File: config.mk
export PLATFORM = sky130hd
export DESIGN_NAME = reverse_frame_arbiter
export DESIGN_NICKNAME = d
export VERILOG_FILES = /design/src/rtl/reverse_frame_arbiter.sv
export SDC_FILE = /design/constraint.sdc
export NUM_CORES = 1
export LEC_CHECK = 0
export CORE_MARGIN = 5
export CORE_UTILIZATION = 30
export DETAILED_ROUTE_END_ITERATION = 8
export PLACE_DENSITY = 0.58
export SYNTH_ARGS = -nofsm -noshare
export SYNTH_HDL_FRONTEND = slang
export SYNTH_SLANG_ARGS = --single-unit
File: constraint.sdc
create_clock -name clk -period 2.3 [get_ports clk]
set_input_delay 0.23 -clock clk [delete_from_list [all_inputs] [get_ports clk]]
set_output_delay 0.23 -clock clk [all_outputs]
set_load 0.05 [all_outputs]
File: src/rtl/reverse_frame_arbiter.sv
// Two-requester frame arbiter with ping-pong banks; each N-word frame is replayed in reverse order.
// Define REV_ARB_FIXED_PRIO_EN for fixed priority (requester 0 wins); default build is round-robin per frame.
module reverse_frame_arbiter #(
   parameter int BITS = 8,
   parameter int N    = 10
) (
   input  logic            clk,
   input  logic            rst_n,
   input  logic [1:0]      req_valid,
   input  logic [BITS-1:0] req_data0,
   input  logic [BITS-1:0] req_data1,
   output logic [1:0]      req_ready,
   output logic            out_valid,
   input  logic            out_ready,
   output logic [BITS-1:0] out_data,
   output logic            out_id,
   output logic            out_last,
   output logic            busy
);

   localparam int AW = (N > 1) ? $clog2(N) : 1;
   localparam logic [AW-1:0] LAST = AW'(N - 1);

   typedef enum logic [1:0] {B_EMPTY, B_FILLING, B_FULL} bank_e;
   typedef enum logic {W_IDLE, W_FILL} wstate_e;
   typedef enum logic {R_IDLE, R_DRAIN} rstate_e;

   bank_e           bank_st  [2];
   logic            bank_own [2];
   logic [BITS-1:0] mem      [2][N];

   wstate_e         w_state;
   rstate_e         r_state;
   logic            wr_ptr, rd_ptr, grant, pick, accept, load;
   logic [AW-1:0]   wr_addr, rd_addr;
   logic [BITS-1:0] wdata;
`ifndef REV_ARB_FIXED_PRIO_EN
   logic            rr_prio;
`endif

   assign req_ready = (w_state == W_FILL) ? (grant ? 2'b10 : 2'b01) : 2'b00;
   assign accept    = (w_state == W_FILL) && req_valid[grant];
   assign load      = (r_state == R_DRAIN) && (!out_valid || out_ready);
   assign wdata     = grant ? req_data1 : req_data0;
   assign busy      = (bank_st[0] != B_EMPTY) || (bank_st[1] != B_EMPTY) || (w_state == W_FILL);

`ifdef REV_ARB_FIXED_PRIO_EN
   assign pick = !req_valid[0];
`else
   // rr_prio names the requester that wins a contested grant
   assign pick = (req_valid == 2'b11) ? rr_prio : req_valid[1];
`endif

   // Frame storage carries no reset: a bank is never read unless marked FULL
   always_ff @(posedge clk) begin
      if (accept) mem[wr_ptr][wr_addr] <= wdata;
   end

   always_ff @(posedge clk or negedge rst_n) begin
      if (!rst_n) begin
         for (int i = 0; i < 2; i++) begin
            bank_st[i]  <= B_EMPTY;
            bank_own[i] <= 1'b0;
         end
         w_state   <= W_IDLE;
         r_state   <= R_IDLE;
         wr_ptr    <= 1'b0;
         rd_ptr    <= 1'b0;
         grant     <= 1'b0;
         wr_addr   <= '0;
         rd_addr   <= '0;
         out_valid <= 1'b0;
         out_data  <= '0;
         out_id    <= 1'b0;
         out_last  <= 1'b0;
`ifndef REV_ARB_FIXED_PRIO_EN
         rr_prio   <= 1'b0;
`endif
      end else begin
         // Write side: banks are claimed from registered state, so a bank freed
         // by the reader this edge is granted on the next edge at the earliest.
         case (w_state)
            W_IDLE: begin
               if (bank_st[wr_ptr] == B_EMPTY && |req_valid) begin
                  grant            <= pick;
                  w_state          <= W_FILL;
                  wr_addr          <= '0;
                  bank_st[wr_ptr]  <= B_FILLING;
`ifndef REV_ARB_FIXED_PRIO_EN
                  rr_prio          <= ~pick;
`endif
               end
            end
            W_FILL: begin
               if (req_valid[grant]) begin
                  if (wr_addr == LAST) begin
                     bank_st[wr_ptr]  <= B_FULL;
                     bank_own[wr_ptr] <= grant;
                     wr_ptr           <= ~wr_ptr;
                     w_state          <= W_IDLE;
                  end else begin
                     wr_addr <= wr_addr + 1'b1;
                  end
               end
            end
            default: w_state <= W_IDLE;
         endcase

         // Read side: walk the full bank from address N-1 down to 0
         case (r_state)
            R_IDLE: begin
               if (bank_st[rd_ptr] == B_FULL) begin
                  r_state <= R_DRAIN;
                  rd_addr <= LAST;
               end
            end
            R_DRAIN: begin
               if (load) begin
                  out_data <= mem[rd_ptr][rd_addr];
                  out_id   <= bank_own[rd_ptr];
                  out_last <= (rd_addr == '0);
                  if (rd_addr == '0) begin
                     bank_st[rd_ptr] <= B_EMPTY;
                     rd_ptr          <= ~rd_ptr;
                     rd_addr         <= LAST;
                     r_state         <= (bank_st[~rd_ptr] == B_FULL) ? R_DRAIN : R_IDLE;
                  end else begin
                     rd_addr <= rd_addr - 1'b1;
                  end
               end
            end
            default: r_state <= R_IDLE;
         endcase

         if (load)           out_valid <= 1'b1;
         else if (out_ready) out_valid <= 1'b0;
      end
   end

endmodule

==> reports/qor.yml, run 1 <==
run_status:
  status: "complete, no violations"
floorplanning:
  die_y_um: 172
  io_pins: 35
  num_rows: 59
  core_area_um2: 25900
  dieWidth_um: 172
  die-area_um2: 29500
  start_util_pct: 30.3
synthesis:
  synth-adder-area-share_pct: 0.638
  ys_top_cells_by_area: "edfxtp_1 (61%), dfrtp_1 (9.9%), mux4_2 (8.0%)"
  synth_edf_count: 160
  ys_top_cells_by_count: "edfxtp_1 (160), nor2_1 (35), dfrtp_1 (31)"
  synthXorXnorAreaFrac_pct: 0.447
  syn_inst: 477
  synth_seq_area_share_pct: 71.2
  synth_compound_area_share_pct: 5.70
  async_reset_ff_share_pct: 16.2
  synth_nets: 502
  synth_cell_type_count: 47
  synth_most_common_cell: "edfxtp_1"
  synth_top_area_share_pct: 61.3
  synth_top_family_by_area: "multiplexers"
  yosys.area_share.simple_pct: 7.66
  synth-seq-cells: 191
  yosys_warnings: 0
  synth.cell_area_um2: 7840
  synthFlopType: "edfxtp_1"
  yosys.area.top_type: "edfxtp_1"
  synth_area_per_cell_um2: 16.4
  synthMuxAreaShare_pct: 12.0
sta:
  worst_pin_slew_ns: 0.620
  finalCriticalPeriod_ns: 2.17
  hold_viol: 0
  final.period_utilization_pct: 94.5
  max-slew-margin-rel_pct: 58.7
  fmax_mhz: 460
  setup_violations: 0
  tns_ns: 0
  rsz0062_at_grt: "no"
  fin_skew_ns: 0.00749
  slew_viol_final: 0
global_routing:
  antenna_found_initial: 0
  grt_pass1_wl_um: 26700
  overflow: 0
  grt_use_total_pct: 12.2
  grt_max_degree: 32
  grt_pass1_vias: 4513
final_layout:
  drive_above_1_share_pct: 21.9
  multi_input_area_um2: 2080
  final_util_pct: 35.9
  register_area_um2: 5580
  num-fill-cells: 2389
  final_nets: 561
  syn_to_final_growth_pct: 18.5
power_and_ir_drop:
  power_density_nw_per_um2: 1250
  p_leak_uw: 0.00310
  vdd_drop_max_v: 0.000586
drt:
  drt-met1-wl_um: 7580
  drtAntennaViolNets: 0
  vias: 4317
  wl_met3_um: 623
  highest-signal-layer: "met4"
  drt_iter0_drc: 348
  drcViolationCount: 0
  firstDrtPassIters: 5
  post_drt_wl_per_cell_um: 19.5
  met2_length_um: 8830
  viasPerCell: 4.88
  drt_wl_total_um: 17300
clocking:
  cts_buffer_depth: 2
  htree_levels: 4
  numCtsBuffers: 17
  ctsHoldBuffers: 0
  cts_root_buf: "clkbuf_16"
  clock_latency_ns: 0.43
  cts_num_sinks: 191
  tritoncts: "yes"
  path_clk_slew_ns: 0.07
critical_path:
  critPathSlowestCell: "clkdlybuf4s50_1"
  crit_fanout: 10
  r2r_start: "rd_addr[0]"
  required_ns: 2.07
  cp-start-kind: "register"
  cp-end-kind: "output pin"
  reg2reg_slack_ns: 0.21
  r2r_cells: 6
  crit_type: "register to output pin"
  crit_chain: "nor2b_1 -> clkdlybuf4s50_1"
  timing.rr.end: "out_data[0]"
  arrival_ns: 1.94
  worst_path_largest_cell_delay_ns: 0.82
placement:
  numPortBuffers: 34
  hpwl_um: 12300
  routabilityCongestion: 0.825
worst_hold_path:
  hold_class: "input port to async pin"
flow_run:
  maxCapViolCount: 0
==> report_power, final <==
| group | leakage [uW] | switching [uW] | internal, uW |
|---|---|---|---|
| registers | 0.00181 | 502 | 4450 |
| clock network | 0.000275 | 1260 | 1610 |
| logic | 0.00101 | 2250 | 1590 |
==> logic make-up after synthesis <==
| family | Yosys count |
|---|---|
| adder cells (fa/ha/maj) | 4 |
| flip-flops | 191 |
| buffers and inverters | 32 |
| XOR/XNOR | 4 |
| multiplexers | 56 |
| AO/OA/AOI/OAI | 69 |
| AND/OR/NAND/NOR | 121 |
==> state kept, by name (all words and copies together), names as in the netlist, 2 cells and up <==
register	count
mem	160
rd_addr	4
bank_own	2
wr_addr	4
bank_st	4
out_data	8
==> layout make-up <==
cell class | count | share of cell area, %
Antenna cell | 1 | 0.0269
Multi-Input combinational cell | 254 | 22.4
Inverter | 5 | 0.202
Timing Repair Buffer | 67 | 6.65
Clock buffer | 19 | 4.66
Sequential cell | 191 | 60.1
Tap cell | 335 | 4.51
Clock inverter | 13 | 1.49
==> placed cells by master (no fill, tap or decap), types with 3 or more instances in the layout <==
cell type          n
xnor2_1            3
nand2_1           28
o22ai_1            4
edfxtp_1         160
nand2b_1           8
inv_1              5
dfrtp_1           29
o21ai_0            9
nor2_1            35
nor2b_1           15
nand3_1            8
nor3b_1            3
buf_4             31
clkdlybuf4s50_1   32
a211oi_1           6
a31oi_1           14
mux2_2            18
nor3_1             7
ha_1               4
nand4_1            3
clkbuf_16         17
mux4_2            28
mux2i_1            8
a22oi_1            6
o21a_1             3
a21oi_1           19
==> through the flow <==
step / instances / power (uW) / hold WS (ns) / setup slack (ns) / cell area [um2]
final: 885 / 11600 / 0.226 / 0.125 / 9300
after global routing: 884 / 12200 / 0.250 / 0.0333 / 9290
after CTS: 884 / 11800 / 0.226 / 0.0276 / 9290
after detailed placement: 852 / 8900 / 0.479 / 0.173 / 8720
after global placement: 852 / 8810 / 0.464 / 0.211 / 8720
after floorplan: 477 / 7610 / -0.0656 / 0.0777 / 7850
==> critical path, delay by kind of cell (launching register included) <==
kind                   cells  cell delay [ns]
and+or+nand+nor            1             0.17
buffers and inverters      1             0.82
DFF                        1             0.53
==> metal layers <==
metal,vias to the layer above,global-route usage (%)
li1,1960,-
met4,0,3.62
met3,24,2.34
met1,2240,15.7
met5,-,0
met2,93,21.0
==> how the worst max path moves through the flow <==
stage | from | to | depth (start not counted)
floorplan | grant | mem[0][10] | 5
global placement | rd_addr[0] | out_data[0] | 6
detailed placement | rd_addr[0] | out_data[0] | 6
CTS | grant | req_ready[1] | 2
global route | rd_addr[0] | out_data[0] | 6
finish | grant | req_ready[0] | 2
==> what timing repair did <==
item / in CTS / in global routing
buffers inserted: 0 / 0
endpoints found under the setup margin: 0 / 2
gates resized for setup: 0 / 2
Note: power is estimated with default switching activity, not from simulation.
==> run 2: changes to the inputs <==
DONT_BUFFER_PORTS = 1   (was default)
PLACE_DENSITY = 0.56   (was 0.58)
==> run 2 against run 1 <==
Compared with the run above:
- cell count fell by 3.3%
- total power shrank 1.0%
- wire length up 1.0%
- combinational power shrank 3%
- critical endpoint is now out_data[4]
- register-to-register slack improved by 0.06 ns
- global-route usage is 0.11 points higher
- cell area is 3.1% lower
- clock skew about the same
==> reports/qor.yml, run 2 (synthesis gave the netlist of run 1 again) <==
global_routing:
  grt_max_degree: 32
  grt_pass1_wl_um: 26900
  grt_pass1_vias: 4418
  antenna_found_initial: 0
  grt_use_total_pct: 12.3
  overflow: 0
critical_path:
  critPathSlowestCell: "mux4_2"
  worst_path_largest_cell_delay_ns: 0.52
  critPathBufInv: 1
  arrival_ns: 2.32
  cpMostUsedCell: "a21oi_1"
  r2r_start: "rd_addr[0]"
  cp-end-kind: "register"
  crit_chain: "buf_12 -> mux4_2 -> a22oi_1 -> a31oi_1 -> a21oi_1 -> a21oi_1"
  crit_fanout: 28
  crit_type: "register to register"
  critPathTopFamily: "compound AO/OA/AOI/OAI gates"
  cp-start-kind: "register"
  required_ns: 2.60
  cp-startpoint: "rd_addr[0]"
flow_run:
  maxCapViolCount: 0
worst_hold_path:
  hold_class: "input port to register"
  hold_path_startpoint: "out_ready"
sta:
  worst_pin_slew_ns: 0.792
  hold_slack_ns: 0.0569
  setup_violations: 0
  hold_viol: 0
  finalCriticalPeriod_ns: 2.03
  max-slew-margin-rel_pct: 47.0
  rsz0062_at_grt: "no"
  slew_viol_final: 0
  final.period_utilization_pct: 88.1
  fin_skew_ns: 0.00699
  fmax_mhz: 494
  tns_ns: 0
placement:
  numPortBuffers: 0
  routabilityCongestion: 0.788
  postPlaceCellArea_um2: 8440
  post-place-cells: 821
  hpwl_um: 11700
floorplanning:
  core_area_um2: 25900
  die-area_um2: 29500
  io_pins: 35
  dieWidth_um: 172
  num_rows: 59
  die_y_um: 172
  start_util_pct: 30.3
clocking:
  clock_latency_ns: 0.42
  path_clk_slew_ns: 0.06
  cts_num_sinks: 191
  post_cts_buffers: 0
  numCtsBuffers: 17
  cts_buffer_depth: 2
  tritoncts: "yes"
  htree_levels: 4
  cts_root_buf: "clkbuf_16"
power_and_ir_drop:
  p_leak_uw: 0.00298
  vdd_drop_max_v: 0.000684
  power_density_nw_per_um2: 1280
drt:
  vias: 4203
  drt_wl_total_um: 17500
  drtAntennaViolNets: 0
  drt_iter0_drc: 306
  drcViolationCount: 0
  viasPerCell: 4.91
  firstDrtPassIters: 5
  post_drt_wl_per_cell_um: 20.4
final_layout:
  syn_to_final_growth_pct: 14.9
  top_register: "mem"
  final_area_um2: 9010
  drive_above_1_share_pct: 23.4
  final-instance-count-excl-fill: 856
  final_common_cell: "edfxtp_1"
  num-fill-cells: 2412
  largest_register_ffs: 160
  antenna-diode-count: 0
  final_nets: 533
  final_cell_mix: "edfxtp_1 (160), nor2_1 (35), buf_4 (31)"
  reg_top3: "mem x160, out_data x8"
run_status:
  status: "complete, no violations"
==> run 2: cell count changes in the layout (fill, tap and decap cells not counted), sizes merged <==
cell / before / now
clkdlybuf4s50: 32 / 0
clkbuf: 19 / 24
buf: 33 / 37
dlygate4sd3: 0 / 2
dlymetal6s2s: 2 / 0
inv: 8 / 6
bufinv: 2 / 1
clkinv: 6 / 5
clkinvlp: 2 / 1
diode: 1 / 0
==> run 2: per-layer routing <==
metal,global-route usage [%],wire length [um],vias up
li1,-,-,1907
met1,17.0,7770,2184
met2,19.6,8650,93
met3,2.80,707,19
met4,3.58,320,0
met5,0,0,-
==> run 2: what timing repair did <==
item                                   in CTS  in global routing
hold buffers                                3                  0
endpoints found under the hold margin      32                  0
resized for setup                           0                  0
==> run 2: final timing paths <==
kind | cells after the start | endpoint | slack [ns]
max in group asynchronous | 2 | rd_ptr | 1.82
max | 6 | out_data[4] | 0.27
min reg2reg | 1 | rr_prio | 0.49
min in group asynchronous | 2 | out_data[7] | 0.28
max reg2reg | 6 | out_data[4] | 0.27
min | 2 | out_valid | 0.06
==> run 2: power by group <==
part,internal (uW),switching (uW),total (uW)
clock,1510,1190,2700
combinational,1530,2170,3700
sequential,4440,680,5120
total,7490,4040,11500
==> run 2: stage by stage <==
| step | power [uW] | worst slack [ns] | utilization (%) |
|---|---|---|---|
| 6_report | 11500 | 0.274 | 34.8 |
| 5_1_grt | 12100 | 0.159 | 34.8 |
| 4_1_cts | 11600 | 0.262 | 34.8 |
| 3_5_place_dp | 8930 | 0.275 | 32.6 |
| 3_3_place_gp | 8830 | 0.291 | 32.6 |
| 2_1_floorplan | 7610 | 0.0777 | - |
==> run 2: layout make-up <==
type                            instances  area [um2]  share of cell area, %
Sequential cell                       191        5580                   62.0
Multi-Input combinational cell        254        2080                   23.1
Clock buffer                           24         462                   5.13
Tap cell                              335         419                   4.65
Timing Repair Buffer                   39         373                   4.14
Clock inverter                          8        68.8                  0.764
Inverter                                5        18.8                  0.208
==> run 2: worst reg2reg max path, delay by kind of cell (launching register included) <==
kind / cells / cell delay, ns
multiplexers: 1 / 0.54
flip-flops: 1 / 0.41
AO/OA/AOI/OAI: 4 / 0.74
buffers and inverters: 1 / 0.23
==> patch: new RTL, flow settings as in run 2 <==
Add a define of `REV_ARB_FIXED_PRIO_EN`.
--- a/src/rtl/reverse_frame_arbiter.sv
+++ b/src/rtl/reverse_frame_arbiter.sv
@@ -1,5 +1,7 @@
 // Two-requester frame arbiter with ping-pong banks; each N-word frame is replayed in reverse order.
 // Define REV_ARB_FIXED_PRIO_EN for fixed priority (requester 0 wins); default build is round-robin per frame.
+`define REV_ARB_FIXED_PRIO_EN
+
 module reverse_frame_arbiter #(
    parameter int BITS = 8,
    parameter int N    = 10
Check against the original RTL: no difference found for any inputs over 10 cycles, from zero or initial values and one cycle with rst_n low; that may be too few to reach the edited logic, so the function may still have changed.
==> patch against run 2 <==
  * Worst setup slack got worse by 140 ps
  * Routed wire length is 1.6% lower
  * Total power fell by 1.5%
  * Critical path type unchanged
  * Sequential cell count shrank 1
  * Critical path depth down 1
  * Cell area fell by 0.33%
  * Global-route usage fell by 0.30 points
  * Synthesized area shrank 0.24%
  * Fmax decreased by 6.4%
  * Die area shrank 0.23%
==> patch: results (changes against run 2) <==
[layout]
finalNetCount=528  ; -0.94%
clockNetworkAreaShare_pct=6.40  ; +0.51 points
nClkBuffers=20  ; -17%
seq_area_share_pct=61.9  ; -0.071 points
nonClkBufAreaFrac_pct=3.60  ; -0.54 points
n_all_buffers=37  ; -5.1%

[critical_path]
crit_fanout=8  ; -71%
r2r-start=grant$_DFFE_PN0P_

[synthesis]
synthTopCellsByArea=edfxtp_1 61%, dfrtp_1 9.6%, mux4_1 4.7%
synthCells=472  ; -1.0%
synth_mux_area_share_pct=12.6  ; +0.54 points
synth_xor_area_share_pct=0.448  ; +0.0011 points
async_flop_share_pct=15.8  ; -0.44 points

[outcome]
status=finished clean

[sta]
slew_headroom_pct=57.5  ; +10 points
fin_ws_ps=136  ; -138 ps
finClkSkew_ps=8.10  ; +1.11 ps

[pwr]
powerDensity_nw_per_um2=1260  ; -1.2%

[global_routing]
use_met2_pct=18.2  ; -1.4 points
grt_use_total_pct=12.0  ; -0.30 points

[placed_design]
dp_slack_ps=102  ; -173 ps
placedInstanceArea_um2=8350  ; -1.0%

[floorplanning]
die-area_um2=29400  ; -0.23%

[worst_hold_path]
min-delay-start=req_valid[0]

[drt]
drt_iter0_drc=512  ; +67%
m1WireLength_um=7950  ; +2.2%

-- patch: changes by cell type in the layout (fill, tap and decap cells not counted), sizes merged, moves of 3 or more --
cell	change
clkinvlp	+3
a21oi	+3
mux2i	+4
mux2	-4
a211oi	+3
nand3	+5
clkbuf	-4
buf	-3
a31oi	-3
-- patch: final timing paths --
path | to | slack (ps) | cells after the start
min in group asynchronous | out_data[4]$_DFFE_PN0P_ | 250 | 2
worst max-delay path | mem[1][10]$_DFFE_PP_ | 140 | 5
max in group asynchronous | rd_addr[0]$_DFFE_PN0P_ | 1850 | 2
worst max register to register | mem[1][10]$_DFFE_PP_ | 140 | 5
worst min register to register | bank_own[1]$_DFFE_PN0P_ | 520 | 1
worst min-delay path | w_state$_DFF_PN0_ | 140 | 3
